### src/rtl/sap_cpu_param.sv
// Purpose: parameterised SAP-1 style accumulator CPU with a six-state one-hot ring sequencer.
// Latency: every instruction occupies exactly six clk cycles (T1..T6); HLT parks the sequencer after T4.
// Backpressure: none; run=0 lets the current instruction finish, then the sequencer idles until run=1.
// Ports: clk, clr (synchronous active-high reset), run (execute/pause),
//        mem_addr/mem_rdata (asynchronous-read memory, mem_addr = MAR),
//        mem_we/mem_wdata (STA write during T5, mem_wdata = ACC),
//        ring_state (one-hot T1..T6, zero when idle/halted), pc, acc, flag_z, flag_c,
//        out_data/out_valid (OUT port, one-cycle registered pulse), halted.
module sap_cpu_param #(
    parameter int DW = 8,
    parameter int AW = 4
) (
    input  logic          clk,
    input  logic          clr,
    input  logic          run,
    input  logic [DW-1:0] mem_rdata,
    output logic [AW-1:0] mem_addr,
    output logic          mem_we,
    output logic [DW-1:0] mem_wdata,
    output logic [5:0]    ring_state,
    output logic [AW-1:0] pc,
    output logic [DW-1:0] acc,
    output logic          flag_z,
    output logic          flag_c,
    output logic [DW-1:0] out_data,
    output logic          out_valid,
    output logic          halted
);

    // The opcode nibble and the operand field must not overlap.
    generate
        if (DW < AW + 4) begin : g_width_check
            $error("sap_cpu_param: DW must be at least AW+4");
        end
    endgenerate

    localparam logic [3:0] OP_LDA = 4'h0;
    localparam logic [3:0] OP_ADD = 4'h1;
    localparam logic [3:0] OP_SUB = 4'h2;
    localparam logic [3:0] OP_STA = 4'h3;
    localparam logic [3:0] OP_LDI = 4'h4;
    localparam logic [3:0] OP_JMP = 4'h5;
    localparam logic [3:0] OP_JZ  = 4'h6;
    localparam logic [3:0] OP_JC  = 4'h7;
    localparam logic [3:0] OP_OUT = 4'hE;
    localparam logic [3:0] OP_HLT = 4'hF;

    localparam logic [5:0] S_IDLE = 6'b000000;
    localparam logic [5:0] S_T1   = 6'b000001;
    localparam logic [5:0] S_T2   = 6'b000010;
    localparam logic [5:0] S_T3   = 6'b000100;
    localparam logic [5:0] S_T4   = 6'b001000;
    localparam logic [5:0] S_T5   = 6'b010000;
    localparam logic [5:0] S_T6   = 6'b100000;

    logic [5:0]    ring_q;
    logic [5:0]    ring_d;
    logic [AW-1:0] pc_q;
    logic [AW-1:0] mar_q;
    logic [3:0]    ir_op;
    logic [AW-1:0] ir_arg;
    logic [DW-1:0] acc_q;
    logic [DW-1:0] b_q;
    logic [DW-1:0] out_q;
    logic          z_q;
    logic          c_q;
    logic          ov_q;
    logic          halt_q;

    // Only the opcode and operand fields of IR are ever decoded, so only they are stored.
    logic [DW:0]   sum;
    logic [DW-1:0] diff;

    assign sum  = {1'b0, acc_q} + {1'b0, b_q};
    assign diff = acc_q - b_q;

    // Sequencer state register.
    always_ff @(posedge clk) begin
        if (clr) begin
            ring_q <= S_IDLE;
        end else begin
            ring_q <= ring_d;
        end
    end

    // Sequencer next state: run is only looked at in idle and T6.
    always_comb begin
        ring_d = S_IDLE;
        case (ring_q)
            S_IDLE:  ring_d = (run && !halt_q) ? S_T1 : S_IDLE;
            S_T1:    ring_d = S_T2;
            S_T2:    ring_d = S_T3;
            S_T3:    ring_d = S_T4;
            S_T4:    ring_d = (ir_op == OP_HLT) ? S_IDLE : S_T5;
            S_T5:    ring_d = S_T6;
            S_T6:    ring_d = run ? S_T1 : S_IDLE;
            default: ring_d = S_IDLE;
        endcase
    end

    // Sequencer outputs: the write strobe is decoded straight from the ring so
    // that a reset into idle drops it immediately.
    always_comb begin
        mem_we = 1'b0;
        if ((ring_q == S_T5) && (ir_op == OP_STA)) begin
            mem_we = 1'b1;
        end
    end

    // Datapath: each T-state performs only the transfers listed for it.
    always_ff @(posedge clk) begin
        if (clr) begin
            pc_q   <= '0;
            mar_q  <= '0;
            ir_op  <= '0;
            ir_arg <= '0;
            acc_q  <= '0;
            b_q    <= '0;
            out_q  <= '0;
            z_q    <= 1'b0;
            c_q    <= 1'b0;
            ov_q   <= 1'b0;
            halt_q <= 1'b0;
        end else begin
            ov_q <= (ring_q == S_T4) && (ir_op == OP_OUT);
            case (ring_q)
                S_T1: mar_q <= pc_q;
                S_T2: pc_q  <= pc_q + AW'(1);
                S_T3: begin
                    ir_op  <= mem_rdata[DW-1:DW-4];
                    ir_arg <= mem_rdata[AW-1:0];
                end
                S_T4: begin
                    case (ir_op)
                        OP_LDA, OP_ADD, OP_SUB, OP_STA: mar_q <= ir_arg;
                        OP_LDI: acc_q  <= {{(DW-AW){1'b0}}, ir_arg};
                        OP_JMP: pc_q   <= ir_arg;
                        OP_JZ:  if (z_q) pc_q <= ir_arg;
                        OP_JC:  if (c_q) pc_q <= ir_arg;
                        OP_OUT: out_q  <= acc_q;
                        OP_HLT: halt_q <= 1'b1;
                        default: ;
                    endcase
                end
                S_T5: begin
                    case (ir_op)
                        OP_LDA:         acc_q <= mem_rdata;
                        OP_ADD, OP_SUB: b_q   <= mem_rdata;
                        default: ;
                    endcase
                end
                S_T6: begin
                    case (ir_op)
                        OP_ADD: begin
                            {c_q, acc_q} <= sum;
                            z_q          <= (sum[DW-1:0] == '0);
                        end
                        OP_SUB: begin
                            acc_q <= diff;
                            c_q   <= (acc_q >= b_q); // not-borrow
                            z_q   <= (diff == '0);
                        end
                        default: ;
                    endcase
                end
                default: ;
            endcase
        end
    end

    assign mem_addr   = mar_q;
    assign mem_wdata  = acc_q;
    assign ring_state = ring_q;
    assign pc         = pc_q;
    assign acc        = acc_q;
    assign flag_z     = z_q;
    assign flag_c     = c_q;
    assign out_data   = out_q;
    assign out_valid  = ov_q;
    assign halted     = halt_q;

endmodule

### config.mk
export PLATFORM = sky130hd
export DESIGN_NAME = sap_cpu_param
export DESIGN_NICKNAME = d
export VERILOG_FILES = /design/src/rtl/sap_cpu_param.sv
export SDC_FILE = /design/constraint.sdc
export NUM_CORES = 1
export LEC_CHECK = 0
export ABC_AREA = 1
export BUFFER_PORTS_ARGS = -buffer_cell sky130_fd_sc_hd__buf_2
export CAP_MARGIN = 20
export CORE_MARGIN = 3
export CORE_UTILIZATION = 35
export CTS_CLUSTER_SIZE = 20
export DETAILED_ROUTE_END_ITERATION = 16
export GPL_ROUTABILITY_DRIVEN = 0
export PLACE_DENSITY = 0.6
export SLEW_MARGIN = 20
export SYNTH_ARGS = -nofsm -noshare
export SYNTH_HDL_FRONTEND = slang
export SYNTH_SLANG_ARGS = --single-unit
### constraint.sdc
create_clock -name clk -period 4.2 [get_ports clk]
set_input_delay 0.42 -clock clk [delete_from_list [all_inputs] [get_ports clk]]
set_output_delay 0.42 -clock clk [all_outputs]
set_load 0.005 [all_outputs]
**Yosys cells after proc, flatten, opt, wreduce, memory -nomap -nowiden**

Cells that the tools add are included.
W data, S select, Z words.

- Reductions and logical operators: 21
- $add $sub $neg: 3
- Order comparisons: 1
- Muxes and demuxes: 17
- Equality and inequality tests: 22

Operators by type and width:

| cell | number |
|---|---|
| $pmux W6 S7 | 1 |
| $pmux W8 S3 | 1 |
| $eq A4 B3 Y1 const B | 4 |
| $logic_not A8 Y1 | 2 |
| $mux W8 | 2 |
| $pmux W4 S2 | 2 |
| $pmux W8 S2 | 1 |
| $mux W4 | 3 |
| $pmux W4 S3 | 1 |
| $reduce_and A2 Y1 | 5 |
| $add A8 B8 Y9 | 1 |
| $ne A3 B3 Y1 const B | 3 |
| $eq A4 B2 Y1 const B | 2 |
| $eq A4 B4 Y1 const B | 2 |
| $ge A8 B8 Y1 | 1 |
| $reduce_and A4 Y1 | 2 |
| $sub A8 B8 Y8 | 1 |
| $eq A6 B1 Y1 const B | 1 |
| $eq A6 B2 Y1 const B | 1 |
| $eq A6 B3 Y1 const B | 1 |
| $eq A6 B4 Y1 const B | 1 |
| $eq A6 B5 Y1 const B | 1 |
| $eq A6 B6 Y1 const B | 1 |
| $logic_not A6 Y1 | 1 |
| 14 further kinds | 23 |

- Input port bits: 11
- Register bits: 50
- Word-level logic and storage cells: 76
- Output and inout bits: 43

**Depth between registers and ports, before layout**

- Word-level depth: 4
- Depth in mapped cells: 15
- Depth with buffers taken out: 15

**Least setup slack after synthesis**

No wires, ideal clock.

- Kind: register -> register
- Start: register acc_q[0], in the netlist acc[0]
- End: register z_q, in the netlist flag_z
- Path buffers: 0
- Data arrival time: 1.852 ns
- Setup time: 0.064 ns
- Setup slack: 2.284 ns
- Data required time: 4.136 ns
- Clock period less this slack: 1.916 ns
- Cell stages (with the launch flop): 13
- Cell sequence: dfxtp_1 inv_1 ha_1 inv_1 fa_1 or2_2 nor2_1 nand3_1 nor2_1 nand3_1 nand2_1 nor2_1 nor2_1

- Word-level cells in the longest chain between the ends: 3
- Elaborated cells between the ends (all ways): 5
- Classes of those cells: add/sub (2); mux (1); reduce/logical (2)

Ends and longest elaborated chain:

| element | RTL line | RTL |
|---|---|---|
| from (decl) | 62 | `logic [DW-1:0] acc_q;` |
| from (signal assigned) | 136 | `OP_LDI: acc_q <= {{(DW-AW){1'b0}}, ir_arg};` |
| from (signal assigned) | 147 | `OP_LDA: acc_q <= mem_rdata;` |
| from (signal assigned) | 155 | `{c_q, acc_q} <= sum;` |
| $sub A8 B8 Y8 or $add A8 B8 Y9 (tied branches) | 75, 74 |  |
| $logic_not A8 Y1, on equally long branches | 161, 156 |  |
| $pmux W1 S2 (*) | 153 | `case (ir_op)` |
| to (signal assigned) | 156 | `z_q <= (sum[DW-1:0] == '0);` |
| to (signal assigned) | 161 | `z_q <= (diff == '0);` |
| to (decl) | 65 | `logic z_q;` |

Every way passes the cells marked *; elsewhere a longest branch is shown, timed or not.
A chain may end at the register's enable or synchronous reset.

**Final worst setup path**

Ends and elaborated chain as after synthesis.

==> results.cfg <==
[yosys]
async_reset_ff_frac = 0
seq_area_frac_synth = 0.316
synthCells = 463
synthSimpleGateAreaFrac = 0.311
synth_cell_type_count = 39
synth-main-ff-cell = dfxtp_1
synth_top_family_by_area = simple AND/OR/NAND/NOR gates
synth-compound-area-share = 0.175
yosys_register_bits = 50
synthXorXnorAreaFrac = 0.00277
synth_adder_area_share = 0.0799
muxShareOfSynthArea = 0.00316
syn-num-nets = 493
synth_edf_count = 0
synth_area_um2 = 3160
ys_warn_count = 0
avgSynthCellArea_um2 = 6.83

[worst_setup_path]
max_stage_delay_ns = 0.42
worstPathMaxFanout = 5
critPathCaptureType = register
cp_slowest_cell = fa_1
cp.arrival_ns = 2.28
path_cells = inv_1 > ha_1 > inv_1 > fa_1 > or2_2 > nor2_1 > nand3_1 > nor2_1 > nand3_1 > nand2_1 > nor2_1 > nor2_1
crit_top_cell = nor2_1
cp-start-kind = register
critPathKind = reg2reg
reg2reg_depth = 12
crit_required_ns = 4.45

[job]
cap_viol_max_count = 0

[power_and_ir_drop]
clkPwrFrac = 0.327
pwr_density_cell_nw_per_um2 = 251
ir_worst_vdd_mv = 0.178
power.leakage_nw = 1.75
p_seq_frac = 0.559
combPwrFrac = 0.113
intPower_uw = 653
p_sw_uw = 231
netSwitchingFraction = 0.261

[floorplan]
initial_core_util = 0.361
die_w_um = 101
dieArea_um2 = 10200
ios = 54
core-area_um2 = 8760
num_rows = 34
die_h_um = 101

[timing]
fin_tns_setup_ns = 0
slew_headroom = 0.345
max_freq_mhz = 492
rsz0062_at_grt = no
min_period_ns = 2.03
hold_violations = 0
setup_viol = 0
min_period_over_period = 0.484
worst_pin_slew_ns = 0.976
finClkSkew_ns = 0.00902
final-max-slew-violation-count = 0

[routing]
route.detailed.drc = 0
dr_total_vias = 3055
viasPerCell = 5.01
wl_per_cell_um = 14.2
firstDrtPassIters = 5
dr.first_iter.drc_count = 174
totalWireLength_um = 8660
antenna_left = 0

[finish]
instances_no_fill = 610
areaGrowthSynthToFinish_pct = 11.0
drive_gt1_frac = 0.167
num_antenna_cells = 0
fin_nets = 531

[cts]
cts_root_buf = clkbuf_8
clock_path_buffers = 2
clock_sinks = 50
clk_transition_reported_paths_ns = 0.09
cts_resized = 0
cts_buffers = 5
clk_latency_ns = 0.30
cts_tree = built
htree_levels = 2
post_cts_buffers = 0
holdBufCountCts = 0

[global_routing]
grt_pass1_vias = 2847
grt_pass1_wl_um = 14200
grt_max_degree = 41
antenna_found_initial = 0
grt.total_usage = 0.173
overflow = 0

[min_path]
holdCritPathClass = in2reg
hold_path_depth = 3

[placement]
io_buffers = 53
placedCellCount = 602
post-dp-hpwl_um = 6910

[outcome]
status = completed
-- cell families after synthesis --
| logic type | after synthesis |
|---|---|
| multiplexers | 1 |
| XOR/XNOR | 1 |
| AO/OA/AOI/OAI | 99 |
| flip-flops | 50 |
| AND/OR/NAND/NOR | 215 |
| adder cells (fa/ha/maj) | 19 |
| buffers and inverters | 78 |
-- worst max-delay path: cells and delay by family (launching register included) --
| family | cells | cell delay [ns] |
|---|---|---|
| buffers and inverters | 2 | 0.16 |
| and+or+nand+nor | 8 | 0.81 |
| DFF | 1 | 0.39 |
| adders and majority gates | 2 | 0.61 |
-- cell usage after synthesis, types with 2 or more instances --
library cell | count | area share
nand3_1 | 28 | 0.044
a31oi_1 | 3 | 0.0059
nand2_1 | 96 | 0.11
buf_6 | 3 | 0.011
o211ai_1 | 4 | 0.0095
buf_4 | 8 | 0.019
o221ai_1 | 2 | 0.0055
ha_1 | 17 | 0.067
nand2_4 | 3 | 0.011
nand3_2 | 2 | 0.0063
buf_2 | 6 | 0.0095
dfxtp_1 | 50 | 0.32
a21oi_1 | 36 | 0.057
inv_1 | 51 | 0.061
fa_1 | 2 | 0.013
nor3_1 | 10 | 0.016
o21ai_0 | 38 | 0.060
nand4_1 | 9 | 0.018
nor2_4 | 2 | 0.0071
o21ai_1 | 7 | 0.011
o21ai_2 | 3 | 0.0083
clkbuf_1 | 5 | 0.0059
nand2_2 | 3 | 0.0059
inv_2 | 4 | 0.0047
nor2_1 | 57 | 0.068
-- per-layer routing --
| metal | vias to the layer above | track usage | share of wire |
|---|---|---|---|
| li1 | 1589 | - | - |
| met1 | 1388 | 0.223 | 0.44 |
| met2 | 61 | 0.296 | 0.48 |
| met3 | 17 | 0.0284 | 0.049 |
| met4 | 0 | 0.0511 | 0.023 |
| met5 | - | 0 | 0 |
-- area by class of cell --
class | count | area [µm²]
sequential | 50 | 1000
clock inverter | 1 | 5.00
tap | 108 | 135
inverter | 56 | 213
clock buffer | 7 | 86.3
fill | 959 | 5250
multi-input combinational | 335 | 1810
timing repair buffer | 53 | 265
-- worst paths after layout --
path / start / end / slack, ns
min reg2reg: halted / halted / 0.48
max reg2reg: acc[0] / flag_z / 2.17
max: acc[0] / flag_z / 2.17
min: run / ring_state[0] / 0.38
-- placed cells by master, fill, tap and decap left out, types with 2 or more instances in the layout --
cell and instances:
o211ai_1 4, a31oi_1 3, dfxtp_1 50, nor2_1 57, o221ai_1 2, inv_1 50
a21oi_1 36, nor2_4 2, fa_1 2, nand2_4 3, nor3_1 10, o21ai_0 38
nand2_2 3, inv_2 4, nand4_1 9, nand3_1 28, o21ai_1 7, o21ai_2 3
ha_1 17, clkbuf_8 6, buf_2 53, nand3_2 2, nand2_1 96
-- sequential cells by signal, indices dropped and copies added (netlist names) --
register	count
acc	8
b_q	8
flag_c	1
flag_z	1
halted	1
ir_arg	4
ir_op	4
mem_addr	4
out_data	8
out_valid	1
pc	4
ring_state	6
-- per-stage QoR --
| step | utilization | power (mW) | area, µm² | setup slack, ns | hold WS (ns) |
|---|---|---|---|---|---|
| 4_1_cts | 0.401 | 0.895 | 3510 | 2.16 | 0.373 |
| 6_report | 0.401 | 0.883 | 3510 | 2.17 | 0.382 |
| 3_5_place_dp | 0.390 | 0.605 | 3420 | 2.18 | 0.471 |
| 5_1_grt | 0.401 | 0.926 | 3510 | 1.96 | 0.378 |
| 2_1_floorplan | - | 0.574 | 3160 | 2.28 | 0.439 |
| 3_3_place_gp | 0.390 | 0.604 | 3420 | 2.20 | 0.466 |
-- power groups by stage --
| stage | combinational, mW | sequential [mW] | clock (mW) |
|---|---|---|---|
| after global placement | 0.0984 | 0.505 | 0 |
| after global routing | 0.114 | 0.496 | 0.316 |
| after detailed placement | 0.0994 | 0.505 | 0 |
| after floorplan | 0.0697 | 0.504 | 0 |
| after CTS | 0.100 | 0.494 | 0.300 |
| final | 0.100 | 0.494 | 0.289 |
Note: power is estimated with default switching activity, not from simulation.
